## config.mk

```make
export PLATFORM = sky130hd
export DESIGN_NAME = ase_pcie_ss_cpl_splitter_flat
export DESIGN_NICKNAME = d
export VERILOG_FILES = /design/src/rtl/ase_pcie_ss_cpl_splitter_pkg.sv /design/src/rtl/ase_pcie_ss_cpl_splitter_if.sv /design/src/rtl/ase_pcie_ss_cpl_splitter.sv /design/src/flat_wrapper.sv
export SDC_FILE = /design/constraint.sdc
export NUM_CORES = 1
export LEC_CHECK = 0
export BUFFER_PORTS_ARGS = -buffer_cell sky130_fd_sc_hd__buf_2
export CAP_MARGIN = 0
export CELL_PAD_IN_SITES_DETAIL_PLACEMENT = 1
export CELL_PAD_IN_SITES_GLOBAL_PLACEMENT = 1
export CORE_MARGIN = 3
export CORE_UTILIZATION = 41
export DETAILED_ROUTE_END_ITERATION = 16
export GPL_TIMING_DRIVEN = 0
export PLACE_DENSITY = 0.92
export SLEW_MARGIN = 10
export SYNTH_ARGS = -nofsm -noshare
export SYNTH_HDL_FRONTEND = slang
export SYNTH_SLANG_ARGS = --single-unit
```

## constraint.sdc

```tcl
create_clock -name clk -period 8.9 [get_ports clk]
set_clock_uncertainty 0.1 [all_clocks]
set_input_delay 1.78 -clock clk [delete_from_list [all_inputs] [get_ports clk]]
set_output_delay 1.78 -clock clk [all_outputs]
set_load 0.01 [all_outputs]
```

## src/rtl/ase_pcie_ss_cpl_splitter_pkg.sv

```systemverilog
// rtl/ase_pcie_ss_cpl_splitter_pkg.sv - shared types and chunk-length helper for the completion splitter
package ase_pcie_ss_cpl_splitter_pkg;

    localparam int unsigned CPL_LEN_W  = 13;
    localparam int unsigned CPL_TAG_W  = 10;
    localparam int unsigned CPL_ADDR_W = 64;

    typedef logic [CPL_LEN_W-1:0] t_cpl_len;

    typedef struct packed {
        logic [CPL_TAG_W-1:0]  tag;
        logic [CPL_ADDR_W-1:0] addr;
        logic [CPL_LEN_W-1:0]  len;
    } t_ase_pcie_ss_rd_req;

    typedef struct packed {
        logic [CPL_TAG_W-1:0]  tag;
        logic [CPL_ADDR_W-1:0] addr;
        logic [CPL_LEN_W-1:0]  len;
        logic [CPL_LEN_W-1:0]  byte_count;
        logic [6:0]            lower_addr;
        logic                  last;
    } t_ase_pcie_ss_cpl_chunk;

    // Room to the next RCB-aligned cap, clipped by what is left of the request.
    function automatic t_cpl_len ase_pcie_ss_cpl_chunk_len(
        input t_cpl_len addr_low,
        input t_cpl_len rem,
        input t_cpl_len rcb,
        input t_cpl_len max_cpl
    );
        t_cpl_len room;
        room = max_cpl - (addr_low & (rcb - t_cpl_len'(1)));
        return (rem < room) ? rem : room;
    endfunction

endpackage

```

## src/rtl/ase_pcie_ss_cpl_splitter_if.sv

```systemverilog
// rtl/ase_pcie_ss_cpl_splitter_if.sv - request and completion-chunk handshake bundle
interface ase_pcie_ss_cpl_splitter_if #(
    parameter int unsigned TAG_WIDTH  = 10,
    parameter int unsigned ADDR_WIDTH = 64,
    parameter int unsigned LEN_WIDTH  = 13
);
    logic                  req_valid;
    logic                  req_ready;
    logic [TAG_WIDTH-1:0]  req_tag;
    logic [ADDR_WIDTH-1:0] req_addr;
    logic [LEN_WIDTH-1:0]  req_len;

    logic                  cpl_valid;
    logic                  cpl_ready;
    logic [TAG_WIDTH-1:0]  cpl_tag;
    logic [ADDR_WIDTH-1:0] cpl_addr;
    logic [LEN_WIDTH-1:0]  cpl_len;
    logic [LEN_WIDTH-1:0]  cpl_byte_count;
    logic [6:0]            cpl_lower_addr;
    logic                  cpl_last;

    modport master (
        output req_valid, req_tag, req_addr, req_len, cpl_ready,
        input  req_ready, cpl_valid, cpl_tag, cpl_addr, cpl_len,
               cpl_byte_count, cpl_lower_addr, cpl_last
    );

    modport slave (
        input  req_valid, req_tag, req_addr, req_len, cpl_ready,
        output req_ready, cpl_valid, cpl_tag, cpl_addr, cpl_len,
               cpl_byte_count, cpl_lower_addr, cpl_last
    );
endinterface

```

## src/rtl/ase_pcie_ss_cpl_splitter.sv

```systemverilog
// rtl/ase_pcie_ss_cpl_splitter.sv - splits one DMA read request into RCB-aligned completion chunks
module ase_pcie_ss_cpl_splitter
    import ase_pcie_ss_cpl_splitter_pkg::*;
#(
    parameter int unsigned RCB_BYTES        = 64,
    parameter int unsigned MAX_CPL_BYTES    = 128,
    parameter int unsigned MAX_RD_REQ_BYTES = 512,
    parameter int unsigned TAG_WIDTH        = 10,
    parameter int unsigned ADDR_WIDTH       = 64,
    parameter int unsigned LEN_WIDTH        = 13
) (
    input  logic                          clk,
    input  logic                          reset,
    ase_pcie_ss_cpl_splitter_if.slave     bus,
    output logic                          err_valid,
    output logic [TAG_WIDTH-1:0]          err_tag,
    output logic                          busy
);

    if (!(RCB_BYTES == 64 || RCB_BYTES == 128)) begin : g_bad_rcb
        $error("RCB_BYTES must be 64 or 128");
    end
    if ((MAX_CPL_BYTES % RCB_BYTES) != 0 || MAX_CPL_BYTES == 0 || MAX_CPL_BYTES > MAX_RD_REQ_BYTES) begin : g_bad_max_cpl
        $error("MAX_CPL_BYTES must be a nonzero multiple of RCB_BYTES and not exceed MAX_RD_REQ_BYTES");
    end
    if (MAX_RD_REQ_BYTES > 4096) begin : g_bad_max_rd
        $error("MAX_RD_REQ_BYTES must not exceed 4096");
    end
    if (LEN_WIDTH != CPL_LEN_W || ADDR_WIDTH < 12) begin : g_bad_width
        $error("LEN_WIDTH must be 13 and ADDR_WIDTH at least 12");
    end

    typedef enum logic {S_IDLE, S_SPLIT} t_state;

    t_state                state_q, state_d;
    logic [TAG_WIDTH-1:0]  cur_tag_q, cur_tag_d;
    logic [ADDR_WIDTH-1:0] cur_addr_q, cur_addr_d;
    logic [LEN_WIDTH-1:0]  rem_q, rem_d;
    logic                  err_valid_q, err_valid_d;
    logic [TAG_WIDTH-1:0]  err_tag_q, err_tag_d;

    logic                  split;
    logic [LEN_WIDTH-1:0]  chunk_len;
    logic                  chunk_last;
    logic                  req_fire;
    logic                  req_bad;
    logic [LEN_WIDTH-1:0]  end_off;

    assign split      = (state_q == S_SPLIT);
    assign chunk_len  = ase_pcie_ss_cpl_chunk_len(t_cpl_len'(cur_addr_q[11:0]), rem_q,
                                                  t_cpl_len'(RCB_BYTES), t_cpl_len'(MAX_CPL_BYTES));
    assign chunk_last = split && (chunk_len == rem_q);

    // Offset within the 4 KB page after the request; anything past 4096 crosses a page.
    assign end_off = LEN_WIDTH'(bus.req_addr[11:0]) + bus.req_len;
    assign req_bad = (bus.req_len == '0)
                  || (bus.req_len > LEN_WIDTH'(MAX_RD_REQ_BYTES))
                  || (bus.req_len[1:0] != 2'b00)
                  || (bus.req_addr[1:0] != 2'b00)
                  || (end_off > LEN_WIDTH'(4096));

    // Ready also opens on the final chunk handshake so requests stream without a bubble.
    assign bus.req_ready = !reset && (!split || (bus.cpl_ready && chunk_last));
    assign req_fire      = bus.req_valid && bus.req_ready;

    assign bus.cpl_valid      = split;
    assign bus.cpl_tag        = split ? cur_tag_q : '0;
    assign bus.cpl_addr       = split ? cur_addr_q : '0;
    assign bus.cpl_len        = split ? chunk_len : '0;
    assign bus.cpl_byte_count = split ? rem_q : '0;
    assign bus.cpl_lower_addr = split ? cur_addr_q[6:0] : 7'd0;
    assign bus.cpl_last       = chunk_last;

    assign err_valid = err_valid_q;
    assign err_tag   = err_tag_q;
    assign busy      = split;

    always_comb begin
        state_d     = state_q;
        cur_tag_d   = cur_tag_q;
        cur_addr_d  = cur_addr_q;
        rem_d       = rem_q;
        err_valid_d = 1'b0;
        err_tag_d   = err_tag_q;

        if (split && bus.cpl_ready) begin
            if (chunk_last) begin
                state_d = S_IDLE;
            end else begin
                cur_addr_d = cur_addr_q + ADDR_WIDTH'(chunk_len);
                rem_d      = rem_q - chunk_len;
            end
        end

        if (req_fire) begin
            if (req_bad) begin
                err_valid_d = 1'b1;
                err_tag_d   = bus.req_tag;
            end else begin
                state_d    = S_SPLIT;
                cur_tag_d  = bus.req_tag;
                cur_addr_d = bus.req_addr;
                rem_d      = bus.req_len;
            end
        end
    end

    always_ff @(posedge clk) begin
        if (reset) begin
            state_q     <= S_IDLE;
            cur_tag_q   <= '0;
            cur_addr_q  <= '0;
            rem_q       <= '0;
            err_valid_q <= 1'b0;
            err_tag_q   <= '0;
        end else begin
            state_q     <= state_d;
            cur_tag_q   <= cur_tag_d;
            cur_addr_q  <= cur_addr_d;
            rem_q       <= rem_d;
            err_valid_q <= err_valid_d;
            err_tag_q   <= err_tag_d;
        end
    end

endmodule

```

## src/flat_wrapper.sv

```systemverilog
// flat-port wrapper written by rule: the top's interface ports become plain ports
module ase_pcie_ss_cpl_splitter_flat import ase_pcie_ss_cpl_splitter_pkg::*;
#(
    parameter int unsigned RCB_BYTES        = 64,
    parameter int unsigned MAX_CPL_BYTES    = 128,
    parameter int unsigned MAX_RD_REQ_BYTES = 512,
    parameter int unsigned TAG_WIDTH        = 10,
    parameter int unsigned ADDR_WIDTH       = 64,
    parameter int unsigned LEN_WIDTH        = 13
)
  (clk, reset, err_valid, err_tag, busy, bus_req_valid, bus_req_tag, bus_req_addr, bus_req_len, bus_cpl_ready, bus_req_ready, bus_cpl_valid, bus_cpl_tag, bus_cpl_addr, bus_cpl_len, bus_cpl_byte_count, bus_cpl_lower_addr, bus_cpl_last);
  ase_pcie_ss_cpl_splitter_if #(.TAG_WIDTH(TAG_WIDTH), .ADDR_WIDTH(ADDR_WIDTH), .LEN_WIDTH(LEN_WIDTH)) bus_i ();
  input  logic clk;
  input  logic reset;
  output logic err_valid;
  output logic [TAG_WIDTH-1:0] err_tag;
  output logic busy;
  input wire logic [$bits(bus_i.req_valid)-1:0] bus_req_valid;
  input wire logic [$bits(bus_i.req_tag)-1:0] bus_req_tag;
  input wire logic [$bits(bus_i.req_addr)-1:0] bus_req_addr;
  input wire logic [$bits(bus_i.req_len)-1:0] bus_req_len;
  input wire logic [$bits(bus_i.cpl_ready)-1:0] bus_cpl_ready;
  output wire logic [$bits(bus_i.req_ready)-1:0] bus_req_ready;
  output wire logic [$bits(bus_i.cpl_valid)-1:0] bus_cpl_valid;
  output wire logic [$bits(bus_i.cpl_tag)-1:0] bus_cpl_tag;
  output wire logic [$bits(bus_i.cpl_addr)-1:0] bus_cpl_addr;
  output wire logic [$bits(bus_i.cpl_len)-1:0] bus_cpl_len;
  output wire logic [$bits(bus_i.cpl_byte_count)-1:0] bus_cpl_byte_count;
  output wire logic [$bits(bus_i.cpl_lower_addr)-1:0] bus_cpl_lower_addr;
  output wire logic [$bits(bus_i.cpl_last)-1:0] bus_cpl_last;
  assign bus_i.req_valid = bus_req_valid;
  assign bus_i.req_tag = bus_req_tag;
  assign bus_i.req_addr = bus_req_addr;
  assign bus_i.req_len = bus_req_len;
  assign bus_i.cpl_ready = bus_cpl_ready;
  assign bus_req_ready = bus_i.req_ready;
  assign bus_cpl_valid = bus_i.cpl_valid;
  assign bus_cpl_tag = bus_i.cpl_tag;
  assign bus_cpl_addr = bus_i.cpl_addr;
  assign bus_cpl_len = bus_i.cpl_len;
  assign bus_cpl_byte_count = bus_i.cpl_byte_count;
  assign bus_cpl_lower_addr = bus_i.cpl_lower_addr;
  assign bus_cpl_last = bus_i.cpl_last;
  ase_pcie_ss_cpl_splitter #(.RCB_BYTES(RCB_BYTES), .MAX_CPL_BYTES(MAX_CPL_BYTES), .MAX_RD_REQ_BYTES(MAX_RD_REQ_BYTES), .TAG_WIDTH(TAG_WIDTH), .ADDR_WIDTH(ADDR_WIDTH), .LEN_WIDTH(LEN_WIDTH)) u_core (.clk(clk), .reset(reset), .bus(bus_i), .err_valid(err_valid), .err_tag(err_tag), .busy(busy));
endmodule
```

==> impl_results.md, run 1 <==
- Post-layout util: 52.2%
- Largest net degree at the start of global routing: 17
- Post-CTS setup buffers: 0
- Pwr per Cell Area: 108 mW/mm^2
- Post-synth EDFFs: 0
- Die ar.: 0.0200 sq mm
- Post-DP Area: 0.00888 sq mm
- Post-synthesis mux area share: 4.67%
- Hold Vio Cnt, Final: 0
- Setup Viol. Count Final: 0
- Int Power: 739 uW
- Routability cong.: 0.889
- Gate power share: 11.0%
- Die X: 142 microns
- Initial antenna violation count: 3
- Max_cap viols: 0
- Syn. warnings: 0
- Slew Viols, Final: 0
- Area growth syn-to-layout: 22.2%
- Sequential share of power: 45.0%
- Mapped Cells: 968
- Largest cells by area after synthesis: dfxtp_1 (26%), a211oi_1 (7.3%), ha_1 (6.8%), and2_1 (6.7%), nor2_1 (6.7%)
- CP Max Fanout: 10
- Num CTS Buffers: 9
- Synth Area in Adders: 7.61%
- Layout cells sized above 1: 22.6%
- Clock buffer depth: 2
- DRC viols: 0
- Drt wl/cell: 19.1 microns
- Vias per Instance: 5.69
- Sw Ratio: 25.5%
- Mapped cell area: 0.00753 sq mm
- Site Rows: 48
- Vias in the first global route: 8525
- Worst Setup Path Type: reg -> out
- Sequential area share after synthesis: 26.3%
- Fin area: 0.00921 sq mm
- H-tree Lvls: 3
- GR Util All Layers: 26.7%
- Seq cells post-synth: 99
- Area share of the largest cell type after synthesis: 26.3%
- I/O Buffers: 207
- Main synth FF type: dfxtp_1
- Worst Max-Slew Pin Slew: 0.863 ns
- Post-cts gate resize count: 0
- CTS Sinks: 99
- CTS tree: done
- Post-Synth Simple-Gate Area: 29.0%
- Part of the cycle the worst path needs: 78.1%
- RSZ-0062 raised after global routing: false
- Critical path arrival: 5.07 ns
- Worst skew pair latency: 0.36 ns
- Largest family of logic cells by synthesized area: simple AND/OR/NAND/NOR gates
- Clk slew on worst S/H paths: 0.07 ns
- Dpl hpwl: 21.3 mm
- Clock Root Buffer: clkbuf_16
- Via count: 8114
- WHS: 0.351 ns
- Final setup TNS: 0 ns
- Clock power frac: 44.0%
- Die span in y: 142 microns
- Net Sw Power: 253 uW
- Tightest Hold Check Type: reg -> reg
- CTS hold repair buffers: 0
- Total Wirelength: 27.2 mm
- Commonest cells after routing, fill and taps aside: buf_2 (212), nor2_1 (134), dfxtp_1 (99)
- CP Capture Type: output pin
- Maximum vdd ir drop: 0.0907 mV
- Overflow left after global routing: 0
- Leak: 0.00410 uW
- Slew HR: 41.9%
- Minimum clock period: 6.95 ns
- Ys async rst share: 0%
- Post-synth cell types: 69
- Area leader, netlist: dfxtp_1
- Compound-cell area share of the yosys netlist: 17.3%
- Routed Antenna Nets: 0
- Most common cell after layout, fill and taps aside: buf_2
- IO Pins: 213
- Highest clock rate: 144 MHz
- Post-synthesis xor/xnor area fraction: 8.95%
- Mapped Avg Cell Area: 7.78 sq um
- CORE AREA: 0.0177 sq mm
- Final net count: 1330
- First-pass iteration count of the detailed router: 5
- Startpoint Class: flop
- Status: complete, no violations
- Starting DRT DRC Count: 373
- First-pass GRT wire length: 43.5 mm
- Critical Path RT: 7.02 ns
- Starting density of the core: 42.7%
-- cells in the mapped netlist, drive strengths merged, types with 25 or more instances --
cell and number:
xnor2 49, a211oi 74, clkbuf 43, and2 81, mux2i 25, inv 36
ha 41, a21oi 35, nand2 72, nor3 34, xor2 28, dfxtp 99
nor2 134
-- path summary, 6_finish.rpt --
path                                           start                    end  slack (ns)  cells past startpoint
worst max register to register  u_core.cur_addr_q[0]  u_core.cur_addr_q[28]        2.12                     24
worst min-delay path             u_core.cur_tag_q[2]    u_core.cur_tag_q[2]        0.35                      2
worst min register to register   u_core.cur_tag_q[2]    u_core.cur_tag_q[2]        0.35                      2
worst max-delay path            u_core.cur_addr_q[0]          bus_req_ready        1.95                     18
-- per-layer routing --
| metal | track usage (%) | vias to the layer above | share of wire, % |
|---|---|---|---|
| li1 | - | 3841 | - |
| met1 | 33.0 | 3936 | 43 |
| met2 | 46.1 | 263 | 48 |
| met3 | 4.55 | 72 | 5.1 |
| met4 | 10.8 | 2 | 3.4 |
| met5 | 0 | - | 0.026 |
-- power by group through the flow --
stage / sequential [uW] / clock, uW / combinational, uW
floorplan: 458 / 0 / 59.5
global placement: 457 / 0 / 105
detailed placement: 457 / 0 / 107
CTS: 447 / 441 / 108
global route: 447 / 460 / 121
finish: 447 / 436 / 109
-- cell type report --
class / count / area, sq um
Inverter: 36 / 135
Tap cell: 225 / 282
Clock buffer: 11 / 233
Clock inverter: 5 / 86.3
Timing Repair Buffer: 207 / 1040
Sequential cell: 99 / 1980
Fill cell: 2317 / 8450
Antenna cell: 2 / 5.00
Buffer: 67 / 325
Multi-Input combinational cell: 775 / 5120
-- sequential cells by signal (all words and copies together) (netlist names) --
signal / count
u_core.bus.cpl_valid: 1
u_core.cur_addr_q: 64
u_core.rem_q: 13
u_core.err_valid: 1
u_core.cur_tag_q: 10
u_core.err_tag: 10
-- worst max-delay path, cell delays in order (launching register included) --
cell	delay [ns]
dfxtp_1	0.43
inv_1	0.13
ha_1	0.26
xnor2_1	0.43
inv_1	0.10
ha_1	0.28
a21o_1	0.15
a21oi_1	0.17
nor2b_1	0.07
o21ai_0	0.23
a31o_2	0.23
clkbuf_1	0.51
mux2i_1	0.54
ha_1	0.24
nand4_1	0.08
and4bb_4	0.34
nand2_1	0.14
a21oi_1	0.20
buf_2	0.16
-- metrics by stage --
| step | power, uW | std cells | setup WS, ns |
|---|---|---|---|
| 2_1_floorplan | 518 | 977 | 3.31 |
| 3_3_place_gp | 562 | 1409 | 2.48 |
| 3_5_place_dp | 564 | 1409 | 2.21 |
| 4_1_cts | 996 | 1425 | 1.94 |
| 5_1_grt | 1030 | 1427 | 1.61 |
| 6_report | 992 | 1427 | 1.95 |
-- cell families after synthesis --
logic type | Yosys count
buf+inv | 103
simple gates | 427
other cells | 1
flops | 99
mux | 34
fa+ha+maj | 44
compound gates | 183
xor+xnor | 77
No activity file was read; power rests on OpenSTA's default activity.
==> inputs of run 2 (changes only) <==
--- a/config.mk
+++ b/config.mk
@@ -10,10 +10,10 @@
 export CELL_PAD_IN_SITES_DETAIL_PLACEMENT = 1
 export CELL_PAD_IN_SITES_GLOBAL_PLACEMENT = 1
 export CORE_MARGIN = 3
-export CORE_UTILIZATION = 41
+export CORE_UTILIZATION = 35
 export DETAILED_ROUTE_END_ITERATION = 16
 export GPL_TIMING_DRIVEN = 0
-export PLACE_DENSITY = 0.92
+export PLACE_DENSITY = 0.84
 export SLEW_MARGIN = 10
 export SYNTH_ARGS = -nofsm -noshare
 export SYNTH_HDL_FRONTEND = slang
==> constraint.sdc (replaced) <==
create_clock -name clk -period 5.8 [get_ports clk]
set_clock_uncertainty 0.1 [all_clocks]
set_input_delay 1.16 -clock clk [delete_from_list [all_inputs] [get_ports clk]]
set_output_delay 1.16 -clock clk [all_outputs]
set_load 0.01 [all_outputs]
==> run 2 against run 1 <==
Power is 56% higher. Count of clock-buffer cells in the layout down 1. Clock power rose by 60%. Register-to-register slack got worse by 1.9 ns. Via count is 2.2% lower. Sequential power rose by 53%. First-iteration DRC count shrank 1.6%. Global-route usage decreased by 4.0 points. Flip-flop and latch count unchanged. Worst hold slack lost 0.00079 ns. Non-clock buffer count up 6. Critical path type unchanged. Largest cell class unchanged. Highest routed layer unchanged.
==> impl_results.md, run 2 (synthesized netlist as in run 1, its figures left out) <==
- CP Capture Type: output pin (unchanged)
- CP max-delay cell: dfxtp_1 (was mux2i_1)
- Starting DRT DRC Count: 367 (was 373)
- Tightest Hold Check Type: reg -> reg (unchanged)
- Max FFs per register: 64 (unchanged)
- Worst slack at placement: -0.967 ns (was 2.21 ns)
- Most frequent CP cell: ha_1 (unchanged)
- GR Util met1: 28.9% (was 33.0%)
- Critical path arrival: 4.30 ns (was 5.07 ns)
- Drt wl/cell: 18.6 microns (was 19.1 microns)
- Largest registers: u_core.cur_addr_q: 64 flops, u_core.rem_q: 13 flops (unchanged)
- Routed Antenna Nets: 0 (unchanged)
- Biggest register: u_core.cur_addr_q (unchanged)
- Die ar.: 0.0233 sq mm (was 0.0200 sq mm)
- Area growth syn-to-layout: 26.5% (was 22.2%)
- Non-Filler Instances: 1482 (was 1427)
- CTS hold repair buffers: 0 (unchanged)
- Worst Max-Slew Pin Slew: 0.726 ns (was 0.863 ns)
- Critical Path RT: 4.54 ns (was 7.02 ns)
- RSZ-0062 raised after global routing: true (was false)
- CTS Sinks: 99 (unchanged)
- Worst skew pair latency: 0.37 ns (was 0.36 ns)
- Die X: 153 microns (was 142 microns)
- Overflow left after global routing: 0 (unchanged)
- Final setup TNS: 0 ns (unchanged)
- Via count: 7938 (was 8114)
- Final net count: 1336 (was 1330)
- Commonest cells after routing, fill and taps aside: buf_2 (211), nor2_1 (131), dfxtp_1 (99) (was buf_2 (212), nor2_1 (134), dfxtp_1 (99))
- Startpoint Class: flop (unchanged)
- Max_cap viols: 0 (unchanged)
- Most common cell after layout, fill and taps aside: buf_2 (unchanged)
- Minimum clock period: 5.56 ns
- First-pass GRT wire length: 43.4 mm (was 43.5 mm)
- Total Wirelength: 27.5 mm (was 27.2 mm)
- Most Used Layer, Global Route: met2 (unchanged)
- Post-layout util: 45.2% (was 52.2%)
- H-tree Lvls: 3 (unchanged)
- Hold Vio Cnt, Final: 0 (unchanged)
- Placed Cells: 1459 (was 1409)
- Fin area: 0.00953 sq mm (was 0.00921 sq mm)
- Largest net degree at the start of global routing: 18 (was 17)
- Die span in y: 153 microns (was 142 microns)
- Routability cong.: 0.924 (was 0.889)
- Site Rows: 53 (was 48)
- Worst path max stage delay: 0.41 ns (was 0.54 ns)
- Cell family with most CP delay: adder cells (was compound AO/OA/AOI/OAI gates)
- Starting density of the core: 35.7% (was 42.7%)
- Layout cells sized above 1: 26.1% (was 22.6%)
- DRC viols: 0 (unchanged)
- Cells along the critical path: inv_1, ha_1, xnor2_2, inv_1, ha_1, a21o_1, a21oi_1, nor2b_1, o21ai_2, a31oi_4, buf_4, mux2i_1, ha_1, and4_1, and4bb_4, nand2_2, a21oi_2, buf_2 (was inv_1, ha_1, xnor2_1, inv_1, ha_1, a21o_1, a21oi_1, nor2b_1, o21ai_0, a31o_2, clkbuf_1, mux2i_1, ha_1, nand4_1, and4bb_4, nand2_1, a21oi_1, buf_2)
- I/O Buffers: 207 (unchanged)
- Initial antenna violation count: 2 (was 3)
- Highest clock rate: 180 MHz
- CORE AREA: 0.0211 sq mm (was 0.0177 sq mm)
- R2R Setup Slk: 0.24 ns (was 2.12 ns)
- IO Pins: 213 (unchanged)
- Leak: 0.00427 uW (was 0.00410 uW)
- Clock Root Buffer: clkbuf_16 (unchanged)
- GR Util All Layers: 22.7% (was 26.7%)
- PnR worst setup slack: 0.244 ns (was 1.95 ns)
- Clock buffer depth: 2 (unchanged)
- Num CTS Buffers: 9 (unchanged)
- Pwr per Cell Area: 162 mW/mm^2 (was 108 mW/mm^2)
- Worst Path Buf+Inv: 4 (unchanged)
- CP Max Fanout: 10 (unchanged)
- GR Util met3: 3.86% (was 4.55%)
- CTS tree: done (unchanged)
- Worst Setup Path Type: reg -> out (unchanged)
- Maximum vdd ir drop: 0.138 mV (was 0.0907 mV)
- Status: complete, no violations (unchanged)
- Vias per Instance: 5.36 (was 5.69)
- Vias in the first global route: 8181 (was 8525)
- Global-route track usage on met2: 39.5% (was 46.1%)
- Post-DP Area: 0.00895 sq mm (was 0.00888 sq mm)
- Slew Viols, Final: 0 (unchanged)
- Dpl hpwl: 21.4 mm (was 21.3 mm)
- Part of the cycle the worst path needs: 95.8%
- Clk slew on worst S/H paths: 0.08 ns (was 0.07 ns)
- Setup Viol. Count Final: 0 (unchanged)
- First-pass iteration count of the detailed router: 5 (unchanged)
- Slew HR: 51.6% (was 41.9%)
==> run 2: changes by cell type in the layout (fill, tap and decap cells not counted), moves of 3 or more <==
cell	change
clkbuf_1	-14
buf_4	+10
clkbuf_2	+9
a31oi_1	-3
buf_1	-3
clkbuf_4	+3
nor2_1	-3
nor3_1	-3
nor3_4	+3
==> run 2: report_power, final <==
group | internal, uW | switching (uW)
registers | 683 | 2.36
logic | 69.7 | 96.2
clock network | 395 | 302
==> run 2: layout make-up <==
cell class                 count  area (sq um)
inverter                      36           135
buffer                        65           347
timing repair buffer         215          1100
fill                        2692         11600
tap                          275           344
antenna                        1          2.50
clock buffer                  10           239
clock inverter                 6          95.1
sequential                    99          1980
multi-input combinational    775          5290
==> run 2: worst min-delay path: stages (launching register included) <==
cell and delay (ns):
dfxtp_1 0.31, nand2_1 0.05, a21oi_1 0.05
==> run 2: metrics by stage <==
stage	total power, uW	hold WS (ns)
3_5_place_dp	865	0.341
5_1_grt	1600	0.376
3_3_place_gp	861	0.334
6_report	1550	0.350
2_1_floorplan	794	0.327
4_1_cts	1560	0.351
==> run 2: what timing repair did <==
item                       4_1_cts  5_1_grt
pin swaps                        0        4
resized for setup               19       42
setup buffers                    0        8
setup endpoints to repair       99       90
==> run 2: per-layer routing <==
metal | vias up | wire length (microns)
li1 | 3849 | -
met1 | 3827 | 12100
met2 | 221 | 13400
met3 | 39 | 1430
met4 | 2 | 544
met5 | - | 9
==> run 2: final timing paths <==
| check | start | end | depth (start not counted) |
|---|---|---|---|
| max | u_core.cur_addr_q[0] | bus_req_ready | 18 |
| max reg2reg | u_core.cur_addr_q[0] | u_core.cur_addr_q[43] | 23 |
| min | u_core.cur_tag_q[4] | u_core.cur_tag_q[4] | 2 |
| min reg2reg | u_core.cur_tag_q[4] | u_core.cur_tag_q[4] | 2 |
==> inputs of run 3 (changes only) <==
--- a/config.mk
+++ b/config.mk
@@ -7,10 +7,10 @@
 export LEC_CHECK = 0
 export BUFFER_PORTS_ARGS = -buffer_cell sky130_fd_sc_hd__buf_2
 export CAP_MARGIN = 0
-export CELL_PAD_IN_SITES_DETAIL_PLACEMENT = 1
-export CELL_PAD_IN_SITES_GLOBAL_PLACEMENT = 1
+export CELL_PAD_IN_SITES_DETAIL_PLACEMENT = 0
+export CELL_PAD_IN_SITES_GLOBAL_PLACEMENT = 2
 export CORE_MARGIN = 3
-export CORE_UTILIZATION = 35
+export CORE_UTILIZATION = 27
 export DETAILED_ROUTE_END_ITERATION = 16
 export GPL_TIMING_DRIVEN = 0
 export PLACE_DENSITY = 0.84
==> run 3 against run 2 <==
Flip-flop and latch count did not move. Highest routed layer unchanged. Cell area about the same. Wire length is 3.9% lower. First-iteration DRC count fell by 14%. Die area grew 28%. Largest cell class unchanged. Clock power is 11% lower. Sequential power hardly changed. Sequential share of layout area about the same. Critical path depth up 3. Register-to-register slack better by 0.07 ns.
==> impl_results.md, run 3 (synthesized netlist as in run 1, its figures left out) <==
- Largest registers: u_core.cur_addr_q: 64 flops, u_core.rem_q: 13 flops (unchanged)
- Critical path arrival: 5.65 ns (was 4.30 ns)
- Part of the cycle the worst path needs: 94.5% (was 95.8%)
- Site Rows: 60 (was 53)
- Worst Max-Slew Pin Slew: 0.815 ns (was 0.726 ns)
- First-pass GRT wire length: 41.3 mm (was 43.4 mm)
- Tightest Hold Check Type: reg -> reg (unchanged)
- CORE AREA: 0.0272 sq mm (was 0.0211 sq mm)
- Worst setup path startpoint: u_core.cur_addr_q[0] (unchanged)
- Clock buffer depth: 2 (unchanged)
- Worst Hold Launch: u_core.cur_tag_q[8] (was u_core.cur_tag_q[4])
- Status: complete, no violations (unchanged)
- IO Pins: 213 (unchanged)
- Pwr per Cell Area: 154 mW/mm^2 (was 162 mW/mm^2)
- DRC viols: 0 (unchanged)
- Largest net degree at the start of global routing: 18 (unchanged)
- Met2 wire length: 11.8 mm (was 13.4 mm)
- Routability cong.: 0.844 (was 0.924)
- Minimum clock period: 5.48 ns (was 5.56 ns)
- Die ar.: 0.0299 sq mm (was 0.0233 sq mm)
- Setup Viol. Count Final: 0 (unchanged)
- Fill count: 3024 (was 2692)
- H-tree Lvls: 3 (unchanged)
- First-pass iteration count of the detailed router: 4 (was 5)
- Reg2Reg Launch Point: u_core.cur_addr_q[0] (unchanged)
- Total Wirelength: 26.4 mm (was 27.5 mm)
- Final net count: 1332 (was 1336)
- CP Capture Type: flop (was output pin)
- CTS hold repair buffers: 0 (unchanged)
- Met3 routed WL: 1.11 mm (was 1.43 mm)
- CTS tree: done (unchanged)
- Clock Root Buffer: clkbuf_16 (unchanged)
- Dpl hpwl: 20.8 mm (was 21.4 mm)
- WHS: 0.350 ns (about the same)
- GR Util All Layers: 17.2% (was 22.7%)
- Vias in the first global route: 7386 (was 8181)
- Highest clock rate: 182 MHz (was 180 MHz)
- Leak: 0.00420 uW (was 0.00427 uW)
- Area growth syn-to-layout: 26.6% (was 26.5%)
- Clk slew on worst S/H paths: 0.08 ns (about the same)
- Num CTS Buffers: 9 (unchanged)
- Most common cell after layout, fill and taps aside: buf_2 (unchanged)
- Slew Viols, Final: 0 (unchanged)
- WL met1: 12.9 mm (was 12.1 mm)
- Worst skew pair latency: 0.36 ns (was 0.37 ns)
- Starting density of the core: 27.7% (was 35.7%)
- Critical Path RT: 5.97 ns (was 4.54 ns)
- Max FFs per register: 64 (unchanged)
- Post-layout util: 35.1% (was 45.2%)
- Biggest register: u_core.cur_addr_q (unchanged)
- Die span in y: 173 microns (was 153 microns)
- CTS Sinks: 99 (unchanged)
- DR top layer: met5 (unchanged)
- Slew HR: 45.7% (was 51.6%)
- Commonest cells after routing, fill and taps aside: buf_2 (214), nor2_1 (132), dfxtp_1 (99) (was buf_2 (211), nor2_1 (131), dfxtp_1 (99))
- Die X: 173 microns (was 153 microns)
- Via count: 7574 (was 7938)
- Hold Vio Cnt, Final: 0 (unchanged)
- Worst Setup Path Type: reg -> reg (was reg -> out)
- CP Max Fanout: 10 (unchanged)
- I/O Buffers: 207 (unchanged)
- Maximum vdd ir drop: 0.159 mV (was 0.138 mV)
- Max_cap viols: 0 (unchanged)
- Startpoint Class: flop (unchanged)
- Initial antenna violation count: 2 (unchanged)
- Vias per Instance: 4.81 (was 5.36)
- Routed Antenna Nets: 0 (unchanged)
- Drt wl/cell: 16.8 microns (was 18.6 microns)
- Starting DRT DRC Count: 315 (was 367)
- Overflow left after global routing: 0 (unchanged)
- Layout cells sized above 1: 25.4% (was 26.1%)
==> run 3: changes by cell type in the layout (fill, tap and decap cells not counted), sizes merged <==
cell / before / now
inv: 38 / 40
bufinv: 2 / 0
buf: 237 / 234
clkinv: 2 / 0
clkinvlp: 0 / 1
==> run 3: power by group <==
group	switching [uW]	total (uW)	internal, uW
Sequential	2.06	685	683
Combinational	96.3	166	69.5
Clock	308	619	311
Total	406	1470	1060
==> run 3: routing by layer <==
layer,global-route usage [%],vias up
met2,27.5,187
met1,23.8,3497
met5,0,-
li1,-,3854
met3,2.66,34
met4,5.24,2
==> run 3: cell type report <==
cell class                 count  area, sq um  area share (%)
inverter                      36          135            1.42
multi-input combinational    775         5270            55.2
clock buffer                  11          243            2.55
sequential                    99         1980            20.8
timing repair buffer         210         1060            11.1
buffer                        66          338            3.54
clock inverter                 5         42.5           0.446
antenna                        1         2.50          0.0262
tap                          372          465            4.88
==> run 3: worst max-delay path: stages (launching register included) <==
cell and delay (ns):
dfxtp_1 0.41, inv_1 0.14, ha_1 0.28, nand2_1 0.12, xor2_2 0.28, inv_1 0.08
ha_1 0.27, nor2b_1 0.12, o21ai_1 0.09, a31oi_2 0.29, clkbuf_4 0.32, mux2_2 0.36
ha_1 0.35, a21oi_1 0.17, o21ai_0 0.14, a2111o_1 0.45, o21ai_4 0.33, clkbuf_2 0.37
nor2_1 0.13, and3_1 0.23, xnor2_1 0.13, a211oi_1 0.21
==> run 3: worst paths after layout <==
check	to	slack (ns)	depth (start not counted)
min reg2reg	u_core.cur_tag_q[8]	0.35	2
min	u_core.cur_tag_q[8]	0.35	2
max reg2reg	u_core.cur_addr_q[21]	0.32	21
max	u_core.cur_addr_q[21]	0.32	21
==> run 3: per-stage QoR <==
step                std cells  setup TNS, ns  power, uW  instance area (sq um)  worst slack (ns)
floorplan                 977              0        794                   7570             0.398
global placement         1556         -50.69        864                   9070            -0.876
detailed placement       1556         -50.33        865                   9070            -0.841
CTS                      1573              0       1480                   9410            0.0260
global route             1575        -0.0147       1530                   9530          -0.00979
finish                   1575              0       1470                   9530             0.317
==> run 3: repair_timing <==
action | 4_1_cts | 5_1_grt
hold endpoints to repair | 0 | 0
gates resized for setup | 12 | 36
setup buffers | 2 | 1
gates cloned | 0 | 0
pin swaps | 1 | 5
endpoints found under the setup margin | 90 | 90
